## src/rtl/reg_loader_pkg.sv

```systemverilog
// Shared types for the register-bank preload master: loader states and
// the bank address / data widths of the single-cycle core.
package reg_loader_pkg;

  localparam int REG_ADDR_W = 5;
  localparam int WORD_W     = 32;

  typedef enum logic [2:0] {
    ST_IDLE,
    ST_LOAD,
    ST_CHECK,
    ST_RUN,
    ST_ERR
  } loader_state_e;

endpackage

```

## src/rtl/loader_xor_accum.sv

```systemverilog
// Running 32-bit XOR of the words streamed into the bank, used to verify the
// trailing checksum word when REG_LOADER_CHECKSUM_EN is defined.
module loader_xor_accum
  import reg_loader_pkg::*;
(
  input  logic              clk,
  input  logic              rst,
  input  logic              clr_i,
  input  logic              en_i,
  input  logic [WORD_W-1:0] data_i,
  output logic [WORD_W-1:0] acc_o
);

  logic [WORD_W-1:0] acc_q;

  always_ff @(posedge clk) begin
    if (rst || clr_i) begin
      acc_q <= '0;
    end else if (en_i) begin
      acc_q <= acc_q ^ data_i;
    end
  end

  assign acc_o = acc_q;

endmodule

```

## src/rtl/reg_bank_loader.sv

```systemverilog
// Preloads the core's register bank from a valid/ready word stream, then hands
// the bank write port to the datapath via sel. Optional checksum: REG_LOADER_CHECKSUM_EN.
module reg_bank_loader
  import reg_loader_pkg::*;
#(
  parameter int START_ADDR = 1,
  parameter int NWORDS     = 31
) (
  input  logic                  clk,
  input  logic                  rst,
  input  logic                  start,
  input  logic [WORD_W-1:0]     in_data,
  input  logic                  in_valid,
  output logic                  in_ready,
  output logic [WORD_W-1:0]     escribir,
  output logic [REG_ADDR_W-1:0] dirIniciar,
  output logic                  EWIniciar,
  output logic                  sel,
  output logic                  busy,
  output logic                  done,
  output logic                  err
);

  localparam logic [REG_ADDR_W-1:0] FIRST_ADDR = REG_ADDR_W'(START_ADDR);
  localparam logic [REG_ADDR_W-1:0] LAST_CNT   = REG_ADDR_W'(NWORDS - 1);

  loader_state_e         state_q, state_d;
  logic [REG_ADDR_W-1:0] addr_q;
  logic [REG_ADDR_W-1:0] cnt_q;
  logic [WORD_W-1:0]     escribir_q;
  logic [REG_ADDR_W-1:0] dir_q;
  logic                  ew_q;
  logic                  sel_q;
  logic                  in_ready_q;
  logic                  busy_q;
  logic                  done_q;
  logic                  accept;
  logic                  restart;

  assign accept  = in_valid && in_ready_q;
  assign restart = start && (state_q == ST_IDLE || state_q == ST_RUN || state_q == ST_ERR);

`ifdef REG_LOADER_CHECKSUM_EN
  logic [WORD_W-1:0] xor_acc;
  logic              err_q;

  loader_xor_accum u_xor_accum (
    .clk    (clk),
    .rst    (rst),
    .clr_i  (restart),
    .en_i   (state_q == ST_LOAD && accept),
    .data_i (in_data),
    .acc_o  (xor_acc)
  );

  assign err = err_q;
`else
  assign err = 1'b0;
`endif

  always_comb begin
    state_d = state_q;
    case (state_q)
      ST_IDLE, ST_RUN, ST_ERR: if (start) state_d = ST_LOAD;
      ST_LOAD: begin
        if (accept && cnt_q == LAST_CNT) begin
`ifdef REG_LOADER_CHECKSUM_EN
          state_d = ST_CHECK;
`else
          state_d = ST_RUN;
`endif
        end
      end
`ifdef REG_LOADER_CHECKSUM_EN
      ST_CHECK: if (accept) state_d = (in_data == xor_acc) ? ST_RUN : ST_ERR;
`endif
      default: state_d = ST_IDLE;
    endcase
  end

  always_ff @(posedge clk) begin
    if (rst) begin
      state_q    <= ST_IDLE;
      addr_q     <= '0;
      cnt_q      <= '0;
      escribir_q <= '0;
      dir_q      <= '0;
      ew_q       <= 1'b0;
      sel_q      <= 1'b0;
      in_ready_q <= 1'b0;
      busy_q     <= 1'b0;
      done_q     <= 1'b0;
`ifdef REG_LOADER_CHECKSUM_EN
      err_q      <= 1'b0;
`endif
    end else begin
      state_q    <= state_d;
      in_ready_q <= (state_d == ST_LOAD || state_d == ST_CHECK);
      busy_q     <= (state_d == ST_LOAD || state_d == ST_CHECK);
      // sel/done lag RUN entry by a cycle so the final write pulse lands first
      sel_q      <= (state_q == ST_RUN && state_d == ST_RUN);
      done_q     <= (state_q == ST_RUN && state_d == ST_RUN);
`ifdef REG_LOADER_CHECKSUM_EN
      err_q      <= (state_d == ST_ERR);
`endif
      ew_q       <= 1'b0;
      if (restart) begin
        addr_q <= FIRST_ADDR;
        cnt_q  <= '0;
      end else if (state_q == ST_LOAD && accept) begin
        ew_q       <= 1'b1;
        escribir_q <= in_data;
        dir_q      <= addr_q;
        addr_q     <= addr_q + 1'b1;
        cnt_q      <= cnt_q + 1'b1;
      end
    end
  end

  assign in_ready   = in_ready_q;
  assign escribir   = escribir_q;
  assign dirIniciar = dir_q;
  assign EWIniciar  = ew_q;
  assign sel        = sel_q;
  assign busy       = busy_q;
  assign done       = done_q;

endmodule

```

## config.mk

```make
export PLATFORM = sky130hd
export DESIGN_NAME = reg_bank_loader
export DESIGN_NICKNAME = d
export VERILOG_FILES = /design/src/rtl/reg_loader_pkg.sv /design/src/rtl/loader_xor_accum.sv /design/src/rtl/reg_bank_loader.sv
export SDC_FILE = /design/constraint.sdc
export NUM_CORES = 1
export LEC_CHECK = 0
export CAP_MARGIN = 40
export CORE_MARGIN = 10
export CORE_UTILIZATION = 47
export CTS_CLUSTER_SIZE = 30
export DETAILED_ROUTE_END_ITERATION = 10
export GPL_ROUTABILITY_DRIVEN = 0
export PLACE_DENSITY_LB_ADDON = 0.12
export SLEW_MARGIN = 25
export SYNTH_ARGS = -nofsm -noshare
export SYNTH_HDL_FRONTEND = slang
export SYNTH_SLANG_ARGS = --single-unit
export TNS_END_PERCENT = 1
```

## constraint.sdc

```tcl
create_clock -name clk -period 2.83 [get_ports clk]
set_clock_uncertainty 0.1 [all_clocks]
set_input_delay 0.566 -clock clk [delete_from_list [all_inputs] [get_ports clk]]
set_output_delay 0.566 -clock clk [all_outputs]
set_load 0.1 [all_outputs]
```

; ---- Word-level counts from Yosys, hierarchy flattened
; Cells that the tools add are included.
[word_totals]
ff_bits = 53
input_bits = 36
out_inout_bits = 43
elab_cells = 38
[classes]
add_sub_neg = 2
eq_ne = 7
muxes = 6
bitwise_logic = 1
n_reduce_logical = 13
[op_table]
columns = op, n
row1 = $add 5x1->5 const B, 2
row2 = $eq 3x2->1 const B, 3
row3 = $eq 3x1->1 const B, 2
row4 = $mux 3, 2
row5 = $pmux 3 s2, 1
row6 = $eq 5x5->1 const B, 1
row7 = $logic_and 1x1->1, 5
row8 = $eq 3x3->1 const B, 1
row9 = $logic_not 3->1, 1
row10 = $logic_or 1x1->1, 3
row11 = $mux 1, 3
row12 = $reduce_or 3->1, 1
row13 = $reduce_and 2->1, 1
row14 = $reduce_bool 2->1, 1
row15 = $reduce_or 2->1, 1
row16 = $not 1->1, 1

; ---- Logic depth before layout (Yosys ltp)
; Gate-level depths: netlist (run 1).
[depth]
ltp_word = 6
depth_mapped = 5
depth_no_buf = 5

; ---- Worst setup path before layout (run 1)
; OpenSTA, ideal clock, no wires.
[synth_timing]
path_type = register to register
startpoint = reg, netlist name busy
endpoint = reg cnt_q[2]
setup_ns = 0.086
t_arrival_ns = 1.990
t_required_ns = 2.644
slack_ns = 0.655
stages_incl_launch_ff = 4
path_buffers = 0
period_less_slack_ns = 2.175
cell_sequence = dfxtp_1 inv_1 or4_1 a211oi_1
[synth_lines]
columns = element, line_no
row1 = to (signal assigned), reg_bank_loader.sv:115  ; cnt_q <= cnt_q + 1'b1;
row2 = to (decl), reg_bank_loader.sv:29  ; logic [REG_ADDR_W-1:0] cnt_q;

; ---- Worst setup path in the final report (run 1)
[layout_timing]
startpoint = in in_valid
endpoint = reg escribir_q[8], in the netlist escribir[8]
[layout_between]
elab_chain_cells = 3
[layout_rtl]
columns = element, line_no
row1 = from (decl), reg_bank_loader.sv:13  ; input logic in_valid,
row2 = $logic_and 1x1->1, reg_bank_loader.sv:40  ; assign accept = in_valid && in_ready_q;
row3 = $logic_and 1x1->1, reg_bank_loader.sv:110  ; end else if (state_q == ST_LOAD && accept) begin
row4 = $reduce_and 2->1 (no source line), n/a
row5 = to (signal assigned), reg_bank_loader.sv:112  ; escribir_q <= in_data;
row6 = to (decl), reg_bank_loader.sv:30  ; logic [WORD_W-1:0] escribir_q;
; Every way passes these cells.
; A chain may end at the register's enable or synchronous reset.

==> flow_summary.json, run 1 <==
{
  "min_from": "escribir[30]",
  "avgRoutedWirePerCell_um": 16.1,
  "crit_fanout": 22,
  "yosys_warnings": 0,
  "core_um2": 4410,
  "post_cts_resized": 0,
  "nFillCells": 393,
  "fin_crit_ns": 2.10,
  "grt_pass1_vias": 2042,
  "arrival_ns": 2.23,
  "worstSetupStartpointType": "input pin",
  "cap_viol_max_count": 0,
  "rsz0062_at_grt": "false",
  "cts_setup_buffers": 0,
  "postSynth.asyncResetShare": 0,
  "dieHeight_um": 88.1,
  "synth_top_flop_cell": "dfxtp_1",
  "power_frac_seq": 0.529,
  "r2r-start": "busy",
  "synth-edff-count": 0,
  "max_slew_margin": 0.559,
  "hold_depth": 2,
  "tightest_slew_ns": 0.661,
  "timing.fmax_mhz": 477,
  "seqCellArea_um2": 1060,
  "synth_cells": 252,
  "wl_um": 5910,
  "synth.ff_latch_count": 53,
  "clkSinkCount": 53,
  "clk_latency_ns": 0.30,
  "p_int_mw": 1.04,
  "cts_max_path_buffers": 2,
  "clkPwrFrac": 0.291,
  "dpl.hpwl_um": 3990,
  "syn-num-nets": 291,
  "finalCritPeriodShare": 0.741,
  "initial_core_util": 0.494,
  "syn_area_um2": 2180,
  "vdd_ir_drop_max_uv": 341,
  "drtIter0Drc": 73,
  "drc_errors": 0,
  "r2r_end": "addr_q[2]",
  "overflow": 0,
  "ys_types": 35,
  "die_x_um": 88.1,
  "clkTransAtPathRegs_ns": 0.09,
  "antenna_left": 0,
  "clockRootBuffer": "clkbuf_8",
  "cts_buffers": 5,
  "drive_above_1_share": 0.203,
  "track_usage": 0.150,
  "antenna_found_initial": 0,
  "synth.top_cells.by_area": "dfxtp_1 (49%), o21ai_0 (9.9%), a21oi_1 (8.9%)",
  "synth.yosys.seq_area_share": 0.486,
  "fp.dieArea_um2": 7770,
  "grt_max_degree": 50,
  "yosysTopAreaCell": "dfxtp_1",
  "nets": 354,
  "power_density_nw_per_um2": 494,
  "port_buffers": 77,
  "r2r_slack_ns": 1.07,
  "slew_viol_final": 0,
  "final-hold-violation-count": 0,
  "dr.pass1.iters": 4,
  "finalSetupViolations": 0,
  "power.leakage_nw": 1.06,
  "grt_pass1_wl_um": 9670,
  "syn_to_final_growth_pct": 34.7,
  "hold_class": "register to register",
  "yosysTopAreaCellShare": 0.486,
  "vias": 2071,
  "multi_input_area_um2": 972,
  "power_switching_mw": 0.413,
  "cts_hold_buf": 0,
  "combPwrFrac": 0.180,
  "cts_tree": "yes",
  "syn_area_per_cell_um2": 8.66,
  "num_rows": 24,
  "fin_tns_setup_ns": 0,
  "cp.required_ns": 2.97,
  "power_switching_share": 0.285,
  "critical_path_class": "input pin to register",
  "viasPerCell": 5.64,
  "htree_levels": 2,
  "fin_util": 0.666,
  "end_kind": "register",
  "reg2regPathDepth": 4,
  "pin_count": 79,
  "min_to": "escribir[30]",
  "antennaDiodeCount": 0,
  "status": "complete, no violations"
}
-- per-layer routing --
metal	part of all wire	up-vias	global-route usage
met5	0	-	0
met4	0.0046	0	0.0357
met3	0.091	2	0.0566
met2	0.49	60	0.260
met1	0.41	973	0.171
li1	-	1036	-
-- cell usage after synthesis, drive strengths merged (2+ instances only) --
cell,instances
a21oi,39
o31ai,2
dfxtp,53
and4bb,2
a211oi,8
clkbuf,15
nand4,4
nor3,3
nand2b,2
nand3,39
inv,4
nor2,2
or3,4
o21ai,43
or4,2
a21boi,2
ha,3
buf,13
-- sequential cells by signal, indices dropped and copies added, names as in the netlist --
signal,count
dirIniciar,5
addr_q,5
state_q,3
cnt_q,5
done,1
escribir,32
EWIniciar,1
busy,1
-- worst max-delay path by stage --
stage	start	to	slack, ns
after detailed placement	in_valid	escribir[8]	0.42
after floorplan	busy	cnt_q[2]	0.65
final	in_valid	escribir[8]	0.73
after global routing	in_valid	escribir[13]	0.61
after global placement	in_valid	escribir[8]	0.45
after CTS	in_valid	escribir[8]	0.74
-- stage by stage --
stage          hold WS [ns]  cell area, µm²  worst slack, ns  power, mW  std cells
2_1_floorplan         0.349            2180            0.655      0.952        252
3_3_place_gp          0.361            2850            0.448       1.05        360
3_5_place_dp          0.366            2850            0.420       1.05        360
4_1_cts               0.379            2940            0.743       1.47        367
5_1_grt               0.401            2940            0.606       1.51        367
6_report              0.376            2940            0.732       1.45        367
-- area by class of cell --
cell class | count | area share
timing repair buffer | 84 | 0.251
sequential | 53 | 0.361
clock buffer | 7 | 0.0294
tap | 52 | 0.0221
inverter | 4 | 0.00511
multi-input combinational | 167 | 0.331
-- critical path, stage by stage --
cell and delay, ns:
clkdlybuf4s50_1 0.55, and4bb_2 0.58, buf_4 0.27, nand3_1 0.11
a21oi_1 0.15
-- power by group through the flow --
stage / logic, mW / registers [mW] / clock network [mW]
5_1_grt: 0.278 / 0.770 / 0.467
3_5_place_dp: 0.262 / 0.785 / 0
6_report: 0.261 / 0.768 / 0.423
3_3_place_gp: 0.261 / 0.785 / 0
2_1_floorplan: 0.0967 / 0.855 / 0
4_1_cts: 0.262 / 0.768 / 0.436
-- cell families (layout without fill, tap and decap cells) --
kind of cell | Yosys count | in the layout | share of synthesized area
simple gates | 66 | 66 | 0.182
compound gates | 97 | 97 | 0.244
other cells | 1 | 1 | 0.00172
flops | 53 | 53 | 0.486
fa+ha+maj | 3 | 3 | 0.0172
buf+inv | 32 | 95 | 0.0682
-- layout by cell type, fill, tap and decap left out, types with 2 or more instances in the layout --
| cell | Yosys | layout |
|---|---|---|
| a211oi_1 | 7 | 7 |
| a21oi_1 | 39 | 39 |
| and4bb_2 | 2 | 2 |
| buf_12 | 0 | 2 |
| buf_4 | 4 | 47 |
| clkbuf_8 | 0 | 6 |
| clkdlybuf4s50_1 | 0 | 34 |
| dfxtp_1 | 53 | 52 |
| ha_1 | 3 | 3 |
| inv_1 | 4 | 4 |
| nand2b_1 | 2 | 2 |
| nand3_1 | 39 | 39 |
| nand4_1 | 4 | 4 |
| nor2_1 | 2 | 2 |
| nor3_1 | 3 | 3 |
| o21ai_0 | 43 | 43 |
| o31ai_1 | 2 | 2 |
| or3_1 | 4 | 4 |
| or4_1 | 2 | 2 |
(Power assumes the default switching activity.)
==> run 2: changes to the inputs <==
--- a/config.mk
+++ b/config.mk
@@ -7,7 +7,7 @@
 export LEC_CHECK = 0
 export CAP_MARGIN = 40
 export CORE_MARGIN = 10
-export CORE_UTILIZATION = 47
+export CORE_UTILIZATION = 40
 export CTS_CLUSTER_SIZE = 30
 export DETAILED_ROUTE_END_ITERATION = 10
 export GPL_ROUTABILITY_DRIVEN = 0
==> constraint.sdc (replaced) <==
create_clock -name clk -period 1.7 [get_ports clk]
set_clock_uncertainty 0.1 [all_clocks]
set_input_delay 0.34 -clock clk [delete_from_list [all_inputs] [get_ports clk]]
set_output_delay 0.34 -clock clk [all_outputs]
set_load 0.1 [all_outputs]
==> run 2 against run 1 <==
Effect of this change: critical path depth shrank 2; design area grew 22%; wire length up 8.1%; clock-buffer cell count fell by 2; sequential share of layout area decreased by 6.6 points; sequential cell count stayed put; first-iteration DRC count grew 85%; setup slack got worse by 0.59 ns; critical path type is now register to register; cell count increased by 9.5%; sequential power is 68% higher; register-to-register slack got worse by 0.93 ns; non-clock buffer count is 16 higher.
==> flow_summary.json, run 2 (synthesis gave the netlist of run 1 again) <==
{
  "top_usage_layer": "met2",
  "track_usage": 0.144,
  "grt_pass1_vias": 2155,
  "dpl.hpwl_um": 4740,
  "overflow": 0,
  "fin_tns_setup_ns": 0,
  "cts_max_path_buffers": 2,
  "cap_viol_max_count": 0,
  "viasPerCell": 5.33,
  "grt_pass1_wl_um": 10600,
  "die_x_um": 93.9,
  "cts_hold_buf": 0,
  "critical_path_class": "register to register",
  "num_rows": 26,
  "clk_latency_ns": 0.30,
  "dieHeight_um": 93.9,
  "fin_crit_ns": 1.56,
  "nets": 370,
  "fin_util": 0.691,
  "avgRoutedWirePerCell_um": 15.9,
  "setup_ws_ns": 0.142,
  "drtIter0Drc": 135,
  "pin_count": 79,
  "final_cells": 402,
  "htree_levels": 2,
  "clkTransAtPathRegs_ns": 0.10,
  "syn_to_final_growth_pct": 64.8,
  "pre_cts_slack_ns": -0.300,
  "finalSetupViolations": 0,
  "cts_tree": "yes",
  "placed_cell_area_um2": 3490,
  "final_common_cell": "dfxtp_1",
  "crit_fanout": 11,
  "arrival_ns": 1.68,
  "r2r_slack_ns": 0.14,
  "end_kind": "register",
  "status": "complete, no violations",
  "core_um2": 5200,
  "fp.dieArea_um2": 8810,
  "final-hold-violation-count": 0,
  "tightest_slew_ns": 0.504,
  "dr.pass1.iters": 6,
  "port_buffers": 77,
  "initial_core_util": 0.419,
  "mostFrequentLayoutCells": "dfxtp_1 (51), o21ai_0 (43), buf_12 (42)",
  "use_met1": 0.162,
  "vdd_ir_drop_max_uv": 385,
  "cts_buffers": 5,
  "drive_above_1_share": 0.250,
  "clkSinkCount": 53,
  "vias": 2143,
  "finalCritPeriodShare": 0.916,
  "power_density_nw_per_um2": 697,
  "rsz0062_at_grt": "false",
  "largest_register_ffs": 32,
  "antenna_found_initial": 0,
  "wl_um": 6390,
  "power.leakage_nw": 1.25,
  "worstSetupStartpointType": "register",
  "clockRootBuffer": "clkbuf_8",
  "slew_viol_final": 0,
  "dpl.cell_count": 393,
  "grt_max_degree": 34,
  "grt_use_met3": 0.0647,
  "timing.fmax_mhz": 642,
  "stdcell_area_um2": 3600,
  "cp.required_ns": 1.82,
  "max_slew_margin": 0.664,
  "nFillCells": 430,
  "use_met2": 0.245,
  "drc_errors": 0,
  "hold_class": "input pin to register",
  "antennaDiodeCount": 0,
  "antenna_left": 0
}
## run 2: cell types whose count changed in the layout (fill, tap and decap cells not counted), sizes merged
cell / previous run / this run
clkbuf: 7 / 5
dlymetal6s2s: 0 / 1
clkdlybuf4s50: 34 / 33
clkinvlp: 0 / 3
buf: 50 / 66
## run 2: stage by stage
step / hold WS [ns] / power, mW
after floorplan: 0.312 / 1.59
after global placement: 0.381 / 1.82
after detailed placement: 0.386 / 1.82
after CTS: 0.373 / 2.54
after global routing: 0.399 / 2.60
final: 0.389 / 2.51
## run 2: layer usage
| layer | up-vias | share of wire |
|---|---|---|
| li1 | 1066 | - |
| met4 | 0 | 0.0053 |
| met3 | 4 | 0.080 |
| met5 | - | 0 |
| met2 | 58 | 0.50 |
| met1 | 1015 | 0.42 |
## run 2: area by class of cell
class / count / area, µm² / share of cell area
inverters: 4 / 15.0 / 0.00418
clock buffers: 5 / 68.8 / 0.0191
flip-flops and latches: 53 / 1060 / 0.296
clock inverters: 3 / 22.5 / 0.00626
well taps: 70 / 87.6 / 0.0244
repair buffers: 100 / 1360 / 0.379
multi-input cells: 167 / 977 / 0.272
## run 2: critical path: stages (launching register included)
cell	delay, ns
dfxtp_1	0.47
nand4bb_4	0.21
or4_1	0.45
a211oi_1	0.25
## run 2: repair_timing
item | 4_1_cts | 5_1_grt
endpoints found under the hold margin | 0 | 0
gates resized for setup | 0 | 3
setup buffers | 0 | 1
setup endpoints to repair | 0 | 8
## run 2: final timing paths
check | from | end | cells past startpoint
worst max register to register | state_q[0] | cnt_q[2] | 3
worst max-delay path | state_q[0] | cnt_q[2] | 3
worst min-delay path | rst | state_q[1] | 2
worst min register to register | addr_q[4] | dirIniciar[4] | 2
## run 2: power breakdown
group	total (mW)	internal, mW	switching (mW)
combinational	0.503	0.207	0.297
sequential	1.29	1.26	0.0280
clock	0.711	0.290	0.422
